==> config.mk <==
export PLATFORM = sky130hd
export DESIGN_NAME = jpeg_entropy_encoder_flat
export DESIGN_NICKNAME = d
export VERILOG_FILES = /design/src/rtl/jpeg_pkg.sv /design/src/rtl/jpeg_entropy_encoder_if.sv /design/src/rtl/magnitude_category.sv /design/src/rtl/jpeg_entropy_encoder.sv /design/src/flat_wrapper.sv
export SDC_FILE = /design/constraint.sdc
export NUM_CORES = 1
export LEC_CHECK = 0
export BUFFER_PORTS_ARGS = -buffer_cell sky130_fd_sc_hd__buf_2
export CAP_MARGIN = 20
export CORE_MARGIN = 2
export CORE_UTILIZATION = 45
export DETAILED_ROUTE_END_ITERATION = 7
export GPL_TIMING_DRIVEN = 0
export PLACE_DENSITY = 0.62
export SLEW_MARGIN = 20
export SYNTH_ARGS = -nofsm -noshare
export SYNTH_HDL_FRONTEND = slang
export SYNTH_HIERARCHICAL = 1
export SYNTH_SLANG_ARGS = --single-unit
==> constraint.sdc <==
create_clock -name clk_in -period 3.4 [get_ports clk_in]
set_clock_uncertainty 0.15 [all_clocks]
set_input_delay 0.17 -clock clk_in [delete_from_list [all_inputs] [get_ports clk_in]]
set_output_delay 0.17 -clock clk_in [all_outputs]
set_load 0.005 [all_outputs]
==> src/rtl/jpeg_pkg.sv <==
// Shared JPEG entropy-path constants and the symbol record exchanged with the Huffman stage.
// The same symbol typedef is used by the entropy decoder.
package jpeg_pkg;
  localparam int BLOCK_COEFFS = 64;
  localparam int ZRL_RUN      = 15;
  localparam int MAX_SIZE     = 11;

  typedef struct packed {
    logic [5:0]  run;
    logic [4:0]  size;
    logic [10:0] value;
    logic        dc;
  } entropy_sym_t;

  typedef enum logic {ACCEPT, ZRL} enc_state_t;

  localparam entropy_sym_t ZRL_SYM = '{run: 6'(ZRL_RUN), size: 5'd0, value: 11'd0, dc: 1'b0};
  localparam entropy_sym_t EOB_SYM = '{run: 6'd0, size: 5'd0, value: 11'd0, dc: 1'b0};
endpackage

==> src/rtl/jpeg_entropy_encoder_if.sv <==
// Coefficient-in / symbol-out handshake bundle of the entropy encoder.
// The encoder is the slave; the producer/consumer side is the master.
interface jpeg_entropy_encoder_if;
  logic signed [11:0] value_in;
  logic               valid_in;
  logic               ready_out;
  logic [10:0]        value_out;
  logic [5:0]         run_out;
  logic [4:0]         size_out;
  logic               dc_out;
  logic               valid_out;
  logic               ready_in;

  modport slave (
    input  value_in, valid_in, ready_in,
    output ready_out, value_out, run_out, size_out, dc_out, valid_out
  );

  modport master (
    output value_in, valid_in, ready_in,
    input  ready_out, value_out, run_out, size_out, dc_out, valid_out
  );
endinterface

==> src/rtl/magnitude_category.sv <==
// Combinational JPEG magnitude category: bit length of |value| plus the amplitude bits,
// where negatives are sent as (value - 1) truncated to size bits.
module magnitude_category
  import jpeg_pkg::*;
(
  input  logic signed [11:0] value,
  output logic [4:0]         size,
  output logic [10:0]        amp
);
  logic [10:0] mag;
  logic [10:0] mask;

  always_comb begin
    // Inputs stay within +/-2047, so the magnitude always fits in 11 bits.
    mag  = value[11] ? 11'(-value) : value[10:0];
    size = '0;
    for (int i = 0; i < MAX_SIZE; i++) begin
      if (mag[i]) size = 5'(i + 1);
    end
    mask = 11'((12'd1 << size) - 12'd1);
    amp  = value[11] ? (11'(value - 12'sd1) & mask) : value[10:0];
  end
endmodule

==> src/rtl/jpeg_entropy_encoder.sv <==
// Turns 64-coefficient zig-zag blocks into (run, size, amplitude) symbols with ZRL/EOB,
// using a single output register and a ZRL state that stalls input while runs are split.
module jpeg_entropy_encoder
  import jpeg_pkg::*;
#(
  parameter bit DELTA_ENCODE = 1'b0
) (
  input logic                  clk_in,
  input logic                  rst_in,
  jpeg_entropy_encoder_if.slave bus
);
  enc_state_t         state, state_nxt;
  logic [5:0]         idx, idx_nxt;
  logic [5:0]         zero_run, run_nxt;
  logic signed [11:0] pred, pred_nxt;
  logic [4:0]         lat_size, lat_size_nxt;
  logic [10:0]        lat_amp, lat_amp_nxt;
  entropy_sym_t       sym_p1, sym_nxt;
  logic               vld_p1, vld_nxt;

  logic signed [11:0] mc_in;
  logic [4:0]         mc_size;
  logic [10:0]        mc_amp;
  logic               out_free, accept, last_idx, long_run;

  assign out_free      = !vld_p1 || bus.ready_in;
  assign bus.ready_out = rst_in && (state == ACCEPT) && out_free;
  assign accept        = bus.valid_in && bus.ready_out;
  assign last_idx      = (idx == 6'(BLOCK_COEFFS - 1));
  assign long_run      = (zero_run > 6'(ZRL_RUN));
  assign mc_in         = (DELTA_ENCODE && idx == '0) ? bus.value_in - pred : bus.value_in;

  magnitude_category u_cat (
    .value (mc_in),
    .size  (mc_size),
    .amp   (mc_amp)
  );

  always_comb begin
    state_nxt    = state;
    idx_nxt      = idx;
    run_nxt      = zero_run;
    pred_nxt     = pred;
    lat_size_nxt = lat_size;
    lat_amp_nxt  = lat_amp;
    sym_nxt      = sym_p1;
    vld_nxt      = vld_p1 && !bus.ready_in;
    case (state)
      ACCEPT: begin
        if (accept) begin
          idx_nxt = last_idx ? '0 : idx + 6'd1;
          if (idx == '0) begin
            sym_nxt  = '{run: 6'd0, size: mc_size, value: mc_amp, dc: 1'b1};
            vld_nxt  = 1'b1;
            pred_nxt = bus.value_in;
            run_nxt  = '0;
          end else if (bus.value_in == '0) begin
            // A trailing zero closes the block with EOB and drops any pending run.
            if (last_idx) begin
              sym_nxt = EOB_SYM;
              vld_nxt = 1'b1;
              run_nxt = '0;
            end else begin
              run_nxt = zero_run + 6'd1;
            end
          end else if (!long_run) begin
            sym_nxt = '{run: zero_run, size: mc_size, value: mc_amp, dc: 1'b0};
            vld_nxt = 1'b1;
            run_nxt = '0;
          end else begin
            // First ZRL goes out in the accept slot; the coefficient waits in the latch.
            sym_nxt      = ZRL_SYM;
            vld_nxt      = 1'b1;
            run_nxt      = zero_run - 6'(ZRL_RUN + 1);
            lat_size_nxt = mc_size;
            lat_amp_nxt  = mc_amp;
            state_nxt    = ZRL;
          end
        end
      end
      ZRL: begin
        if (out_free) begin
          vld_nxt = 1'b1;
          if (long_run) begin
            sym_nxt = ZRL_SYM;
            run_nxt = zero_run - 6'(ZRL_RUN + 1);
          end else begin
            sym_nxt   = '{run: zero_run, size: lat_size, value: lat_amp, dc: 1'b0};
            run_nxt   = '0;
            state_nxt = ACCEPT;
          end
        end
      end
      default: state_nxt = ACCEPT;
    endcase
  end

  // Output register stage
  always_ff @(posedge clk_in or negedge rst_in) begin
    if (!rst_in) begin
      state    <= ACCEPT;
      idx      <= '0;
      zero_run <= '0;
      pred     <= '0;
      lat_size <= '0;
      lat_amp  <= '0;
      sym_p1   <= '0;
      vld_p1   <= 1'b0;
    end else begin
      state    <= state_nxt;
      idx      <= idx_nxt;
      zero_run <= run_nxt;
      pred     <= pred_nxt;
      lat_size <= lat_size_nxt;
      lat_amp  <= lat_amp_nxt;
      sym_p1   <= sym_nxt;
      vld_p1   <= vld_nxt;
    end
  end

  assign bus.valid_out = vld_p1;
  assign bus.run_out   = sym_p1.run;
  assign bus.size_out  = sym_p1.size;
  assign bus.value_out = sym_p1.value;
  assign bus.dc_out    = sym_p1.dc;
endmodule

==> src/flat_wrapper.sv <==
// flat-port wrapper written by rule: the top's interface ports become plain ports
module jpeg_entropy_encoder_flat import jpeg_pkg::*;
#(
  parameter bit DELTA_ENCODE = 1'b0
)
  (clk_in, rst_in, bus_value_in, bus_valid_in, bus_ready_in, bus_ready_out, bus_value_out, bus_run_out, bus_size_out, bus_dc_out, bus_valid_out);
  jpeg_entropy_encoder_if bus_i ();
  input logic clk_in;
  input logic rst_in;
  input wire logic [$bits(bus_i.value_in)-1:0] bus_value_in;
  input wire logic [$bits(bus_i.valid_in)-1:0] bus_valid_in;
  input wire logic [$bits(bus_i.ready_in)-1:0] bus_ready_in;
  output wire logic [$bits(bus_i.ready_out)-1:0] bus_ready_out;
  output wire logic [$bits(bus_i.value_out)-1:0] bus_value_out;
  output wire logic [$bits(bus_i.run_out)-1:0] bus_run_out;
  output wire logic [$bits(bus_i.size_out)-1:0] bus_size_out;
  output wire logic [$bits(bus_i.dc_out)-1:0] bus_dc_out;
  output wire logic [$bits(bus_i.valid_out)-1:0] bus_valid_out;
  assign bus_i.value_in = bus_value_in;
  assign bus_i.valid_in = bus_valid_in;
  assign bus_i.ready_in = bus_ready_in;
  assign bus_ready_out = bus_i.ready_out;
  assign bus_value_out = bus_i.value_out;
  assign bus_run_out = bus_i.run_out;
  assign bus_size_out = bus_i.size_out;
  assign bus_dc_out = bus_i.dc_out;
  assign bus_valid_out = bus_i.valid_out;
  jpeg_entropy_encoder #(.DELTA_ENCODE(DELTA_ENCODE)) u_core (.clk_in(clk_in), .rst_in(rst_in), .bus(bus_i));
endmodule
==> results of run 1 <==
## power groups by stage
stage / clock network [mW] / registers (mW) / logic, mW
floorplan: 0 / 0.742 / 0.221
detailed placement: 0 / 0.747 / 0.341
global route: 0.463 / 0.744 / 0.420
finish: 0.430 / 0.733 / 0.374
global placement: 0 / 0.743 / 0.335
CTS: 0.440 / 0.734 / 0.359
## worst register-to-register path, cell delays in order, from the launching register on
cell,delay (ns)
dfrtp_1,0.38
nor2b_1,0.17
or2_2,0.30
clkbuf_1,0.20
nor2_2,0.31
nand4_2,0.32
buf_2,0.32
mux2_4,0.32
## registers in the layout, summed over array words and instances (netlist names)
name	flops
u_core/bus.size_out	5
u_core/bus.valid_out	1
u_core/zero_run	6
u_core/lat_amp	11
u_core/state	1
u_core/bus.dc_out	1
u_core/bus.run_out	6
u_core/idx	6
u_core/lat_size	5
u_core/bus.value_out	11
## worst max path at each step
stage                          from                      end  slack (ns)  depth (start not counted)
finish              bus_value_in[2]        u_core/lat_amp[4]        0.13                         15
global route        bus_value_in[0]  u_core/bus.value_out[4]       -0.02                         19
CTS                 bus_value_in[0]        u_core/lat_amp[6]        0.08                         15
detailed placement  bus_value_in[2]        u_core/lat_amp[6]       -0.59                         16
global placement    bus_value_in[2]        u_core/lat_amp[4]       -0.53                         16
floorplan           bus_value_in[4]        u_core/lat_amp[6]       -0.06                         14
## cell type report
class | count | area [µm²] | area share [%]
clock inverters | 2 | 38.8 | 0.894
plain buffers | 29 | 199 | 4.59
inverters | 12 | 47.5 | 1.10
clock buffers | 6 | 72.6 | 1.67
repair buffers | 59 | 357 | 8.22
flip-flops and latches | 53 | 1330 | 30.6
well taps | 102 | 128 | 2.94
multi-input cells | 298 | 2170 | 50.0
## logic make-up (layout without fill, tap and decap cells)
logic type / after synthesis / in the layout / synth area share [%]
AO/OA/AOI/OAI: 109 / 109 / 20.7
XOR/XNOR: 9 / 9 / 2.22
adder cells (fa/ha/maj): 5 / 5 / 1.76
buffers and inverters: 44 / 108 / 6.19
flip-flops: 53 / 53 / 37.3
multiplexers: 29 / 29 / 9.40
other: 1 / 1 / 0.105
AND/OR/NAND/NOR: 145 / 145 / 22.4
## metal layers
metal | vias to the layer above | GRT usage (%) | routed length (µm)
met5 | - | 0 | 0
met4 | 0 | 2.94 | 36
met3 | 4 | 3.09 | 233
met2 | 47 | 36.1 | 4440
met1 | 1537 | 27.2 | 3870
li1 | 1558 | - | -
## what timing repair did
action,4_1_cts,5_1_grt
buffers inserted,11,7
hold buffers,1,0
pin swaps,11,12
resized for setup,18,15
endpoints found under the setup margin,9,12
hold endpoints to repair,53,0
## placed cells by master, fill, tap and decap left out, drive strengths merged, types with 5 or more instances in the layout
master,Yosys,layout
a21o,5,5
a21oi,28,28
a22oi,18,18
and3,8,8
buf,15,73
clkbuf,17,20
dfrtp,53,53
ha,5,5
inv,12,12
mux2,23,23
mux2i,6,6
nand2,24,24
nand3,10,10
nand4,5,5
nor2,44,44
nor2b,10,10
nor3,9,9
o21ai,21,21
o31ai,5,5
xnor2,7,7
## per-stage QoR
step | cell area [µm²] | worst slack [ns] | instances | hold slack [ns] | utilization [%]
2_1_floorplan | 3640 | -0.0550 | 395 | -0.276 | -
4_1_cts | 4230 | 0.0767 | 555 | 0.0546 | 55.0
6_report | 4340 | 0.131 | 561 | 0.0650 | 56.4
3_5_place_dp | 3980 | -0.591 | 537 | 0.103 | 51.7
3_3_place_gp | 3970 | -0.528 | 537 | 0.330 | 51.7
5_1_grt | 4340 | -0.0168 | 561 | 0.0589 | 56.4
==> results_dict.tcl, run 1 <==
set metrics [dict create \
    holdPathEnd "u_core/bus.valid_out" \
    reg2reg_depth 7 \
    wl_um 8590 \
    place_hpwl_um 6190 \
    r2r-start "u_core/bus.valid_out" \
    vias 3146 \
    worstSetupPathType "primary input to flip-flop" \
    async_reset_ff_share_pct 100 \
    yosys_warnings 6 \
    die_h_um 92.9 \
    ant_nets 0 \
    grt_pass1_vias 3004 \
    gp_congestion 0.872 \
    synthTopCellsByArea "dfrtp_1, mux2_2, nor2_1, a21oi_1, a22oi_1" \
    synth-edff-count 0 \
    drive_above_1_share_pct 31.8 \
    setup_viol 0 \
    max_freq_ghz 0.306 \
    grt.total_usage_pct 20.5 \
    crit_path_end_kind "flip-flop" \
    cp_slowest_cell "or3_4" \
    core_mm2 0.00769 \
    slew_headroom_pct 58.2 \
    p_switching_uw 458 \
    fin_crit_sh_pct 96.1 \
    reg2reg_slack_ns 0.84 \
    tns_ns 0 \
    syn-instance-count 395 \
    die_area_mm2 0.00863 \
    cts_buffer_depth 2 \
    worst_pin_slew_ns 0.627 \
    cts_root_buf "clkbuf_8" \
    post-route-drc-count 0 \
    yosys-top-cells-count "dfrtp_1, nor2_1, a21oi_1" \
    htreeDepth 2 \
    grt_max_degree 56 \
    cts_tree "built" \
    syn_nets 416 \
    p_comb_share_pct 24.3 \
    clkPwrFrac_pct 28.0 \
    grt_overflow 0 \
    status "finished, final reports clean" \
    nFillCells 755 \
    synthFlopType "dfrtp_1" \
    synth_area_mm2 0.00356 \
    start_util_pct 46.3 \
    worstPathRequired_ns 3.44 \
    synth_most_common_cell "dfrtp_1" \
    crit_fanout 10 \
    diodes 0 \
    max_cap_violations 0 \
    antenna_found_initial 0 \
    syn_to_final_growth_pct 22.0 \
    min-delay-path-class "primary input to flip-flop" \
    switching_share_pct 29.8 \
    intPower_mw 1.08 \
    synth_top_area_cell "dfrtp_1" \
    viasPerCell 5.61 \
    cp_data_arrival_time_ns 3.31 \
    wl_per_cell_um 15.3 \
    crit_path_frequent_cell "mux2_4" \
    synth_cell_type_count 68 \
    path_clk_slew_ns 0.10 \
    fp-row-count 32 \
    drtPass1Iterations 4 \
    drt_iter0_markers 144 \
    leakagePower_nw 1.99 \
    clk_latency_ns 0.30 \
    p_per_area_mw_per_mm2 354 \
    whs_path_depth 3 \
    hold_viol 0 \
    path_buf_inv 3 \
    ios 41 \
    numCtsBuffers 5 \
    die-width_um 92.9 \
    syn_area_per_cell_um2 9.00 \
    pwr-share-seq_pct 47.7 \
    ir_drop_v 0.000245 \
    yosysTopAreaCellShare_pct 37.3 \
    critical_path.top_delay_family "compound AO/OA/AOI/OAI gates" \
    cts_num_sinks 53 \
    cp-start-kind "primary input" \
    ys_ff_latch 53 \
    finalNetCount 479 \
    portBuffers 40 \
    min-delay-start "bus_ready_in" \
    cpPeakStageDelay_ns 0.40 \
    slew_viol_final 0 \
    path_cells "buf_2 -> buf_4 -> nor3_4 -> buf_6 -> mux2_4 -> a32oi_4 -> o22ai_2 -> a21o_1 -> or3_4 -> or2_4 -> ha_4 -> a21boi_1 -> o32ai_2 -> o21ai_2 -> mux2_4" \
    grt_pass1_wl_um 14300 \
    total_power_mw 1.54 \
    reg2reg_to "u_core/lat_amp[4]" \
    fin_crit_ns 3.27 \
    yosysSeqAreaShare_pct 37.3 \
]
Power figures use the tool's default switching activity.
==> run 2: changes to the inputs <==
CORE_UTILIZATION = 56   (was 45)
PLACE_DENSITY = 0.75   (was 0.62)
==> results_dict.tcl, run 2 (synthesis gave the netlist of run 1 again) <==
set metrics [dict create \
    status "finished, violations left" \
    violations "setup timing" \
    cts_buffer_depth 2 \
    critPathLaunch "bus_value_in[0]" \
    grt.total_usage_pct 25.3 \
    p_per_area_mw_per_mm2 338 \
    tns_ns -0.0206 \
    hold_viol 0 \
    setup_viol 3 \
    gp_congestion 0.908 \
    grt_overflow 0 \
    total_power_mw 1.48 \
    vias 3355 \
    slew_headroom_pct 63.9 \
    antenna_found_initial 0 \
    clk_latency_ns 0.31 \
    r2r-start "u_core/bus.valid_out" \
    multi_input_area_mm2 0.00218 \
    p_switching_uw 471 \
    nFillCells 468 \
    wl_per_cell_um 16.9 \
    drt_iter0_markers 183 \
    setup_ws_ns -0.0153 \
    drtPass1Iterations 5 \
    syn_to_final_growth_pct 23.3 \
    min-delay-path-class "primary input to flip-flop" \
    clkPwrFrac_pct 24.3 \
    ios 41 \
    grt_pass1_vias 3104 \
    worstSetupPathType "primary input to flip-flop" \
    viasPerCell 6.17 \
    fin_crit_sh_pct 100 \
    die-width_um 83.7 \
    whs_ns 0.0556 \
    final-seq-area_mm2 0.00133 \
    leakagePower_nw 2.04 \
    finalNetCount 487 \
    worst_pin_slew_ns 0.541 \
    crit_fanout 6 \
    wl_um 9210 \
    intPower_mw 1.01 \
    max_freq_ghz 0.293 \
    worstPathRequired_ns 3.45 \
    numCtsBuffers 5 \
    cp-start-kind "primary input" \
    cts_tree "built" \
    max_cap_violations 0 \
    switching_share_pct 31.8 \
    cts_num_sinks 53 \
    ir_drop_v 0.000264 \
    htreeDepth 2 \
    min-delay-start "bus_ready_in" \
    die_area_mm2 0.00700 \
    pwr-share-seq_pct 49.4 \
    layout_common_cells "dfrtp_1, nor2_1, buf_2, a21oi_1, buf_4" \
    place_hpwl_um 6030 \
    cp_data_arrival_time_ns 3.47 \
    grt_max_degree 56 \
    start_util_pct 57.0 \
    grt_pass1_wl_um 14600 \
    fp-row-count 29 \
    core_mm2 0.00624 \
    crit_path_end_kind "flip-flop" \
    ant_nets 0 \
    slew_viol_final 0 \
    portBuffers 40 \
    post-route-drc-count 0 \
    path_clk_slew_ns 0.10 \
    final_common_cell "dfrtp_1" \
    cts_root_buf "clkbuf_8" \
    drive_above_1_share_pct 32.3 \
    die_h_um 83.7 \
    p_comb_share_pct 26.3 \
    fin_crit_ns 3.42 \
    diodes 0 \
]
==> run 2: critical path, stage by stage <==
cell,delay [ns]
buf_6,0.10
inv_2,0.05
ha_4,0.17
or3b_4,0.26
buf_4,0.12
nand3_1,0.12
a211oi_2,0.31
o22ai_2,0.14
a21o_1,0.21
or3_4,0.41
or2_4,0.25
ha_4,0.17
buf_12,0.13
and3_1,0.15
o32ai_1,0.24
o21ai_1,0.16
mux2_4,0.29
==> run 2: final timing paths <==
| path | endpoint | slack (ns) | cells past startpoint |
|---|---|---|---|
| worst max-delay path | u_core/lat_amp[4] | -0.02 | 17 |
| worst min-delay path | u_core/bus.valid_out | 0.06 | 3 |
| worst max register to register | u_core/lat_amp[4] | 0.82 | 7 |
| worst min register to register | u_core/bus.run_out[5] | 0.35 | 1 |
| max in group asynchronous | u_core/bus.value_out[6] | 2.53 | 2 |
| min in group asynchronous | u_core/idx[2] | 0.21 | 2 |
==> run 2: timing repair <==
action,in CTS,in global routing
endpoints found under the hold margin,53,0
endpoints found under the setup margin,9,12
buffers inserted,15,13
gates resized for setup,22,22
pin swaps,12,19
hold buffers,1,0
==> run 2: power by group through the flow <==
stage / sequential [mW] / combinational [mW] / clock, mW
global route: 0.740 / 0.428 / 0.397
CTS: 0.732 / 0.366 / 0.367
floorplan: 0.742 / 0.221 / 0
detailed placement: 0.744 / 0.341 / 0
finish: 0.731 / 0.390 / 0.360
global placement: 0.742 / 0.331 / 0
==> run 2: metal layers <==
| metal | global-route usage [%] | wire length [µm] | share of wire, % |
|---|---|---|---|
| met5 | 0 | 0 | 0 |
| met3 | 3.66 | 411 | 4.5 |
| met4 | 6.60 | 298 | 3.2 |
| met1 | 32.9 | 3820 | 42 |
| met2 | 44.4 | 4680 | 51 |
==> run 2: cell type report <==
type                            instances  area share, %
Multi-Input combinational cell        298           49.7
Sequential cell                        53           30.3
Timing Repair Buffer                   69           10.6
Buffer                                 27           4.25
Tap cell                               77           2.20
Clock buffer                            6           1.66
Inverter                               12           1.03
Clock inverter                          2          0.342
==> run 2: through the flow <==
step	cell area, µm²	util, %	instances	setup slack (ns)
6_report	4380	70.2	544	-0.0153
5_1_grt	4380	70.2	544	-0.0758
4_1_cts	4240	67.9	535	0.0469
3_5_place_dp	3940	63.2	512	-0.616
3_3_place_gp	3940	63.2	512	-0.503
2_1_floorplan	3640	-	395	-0.0550
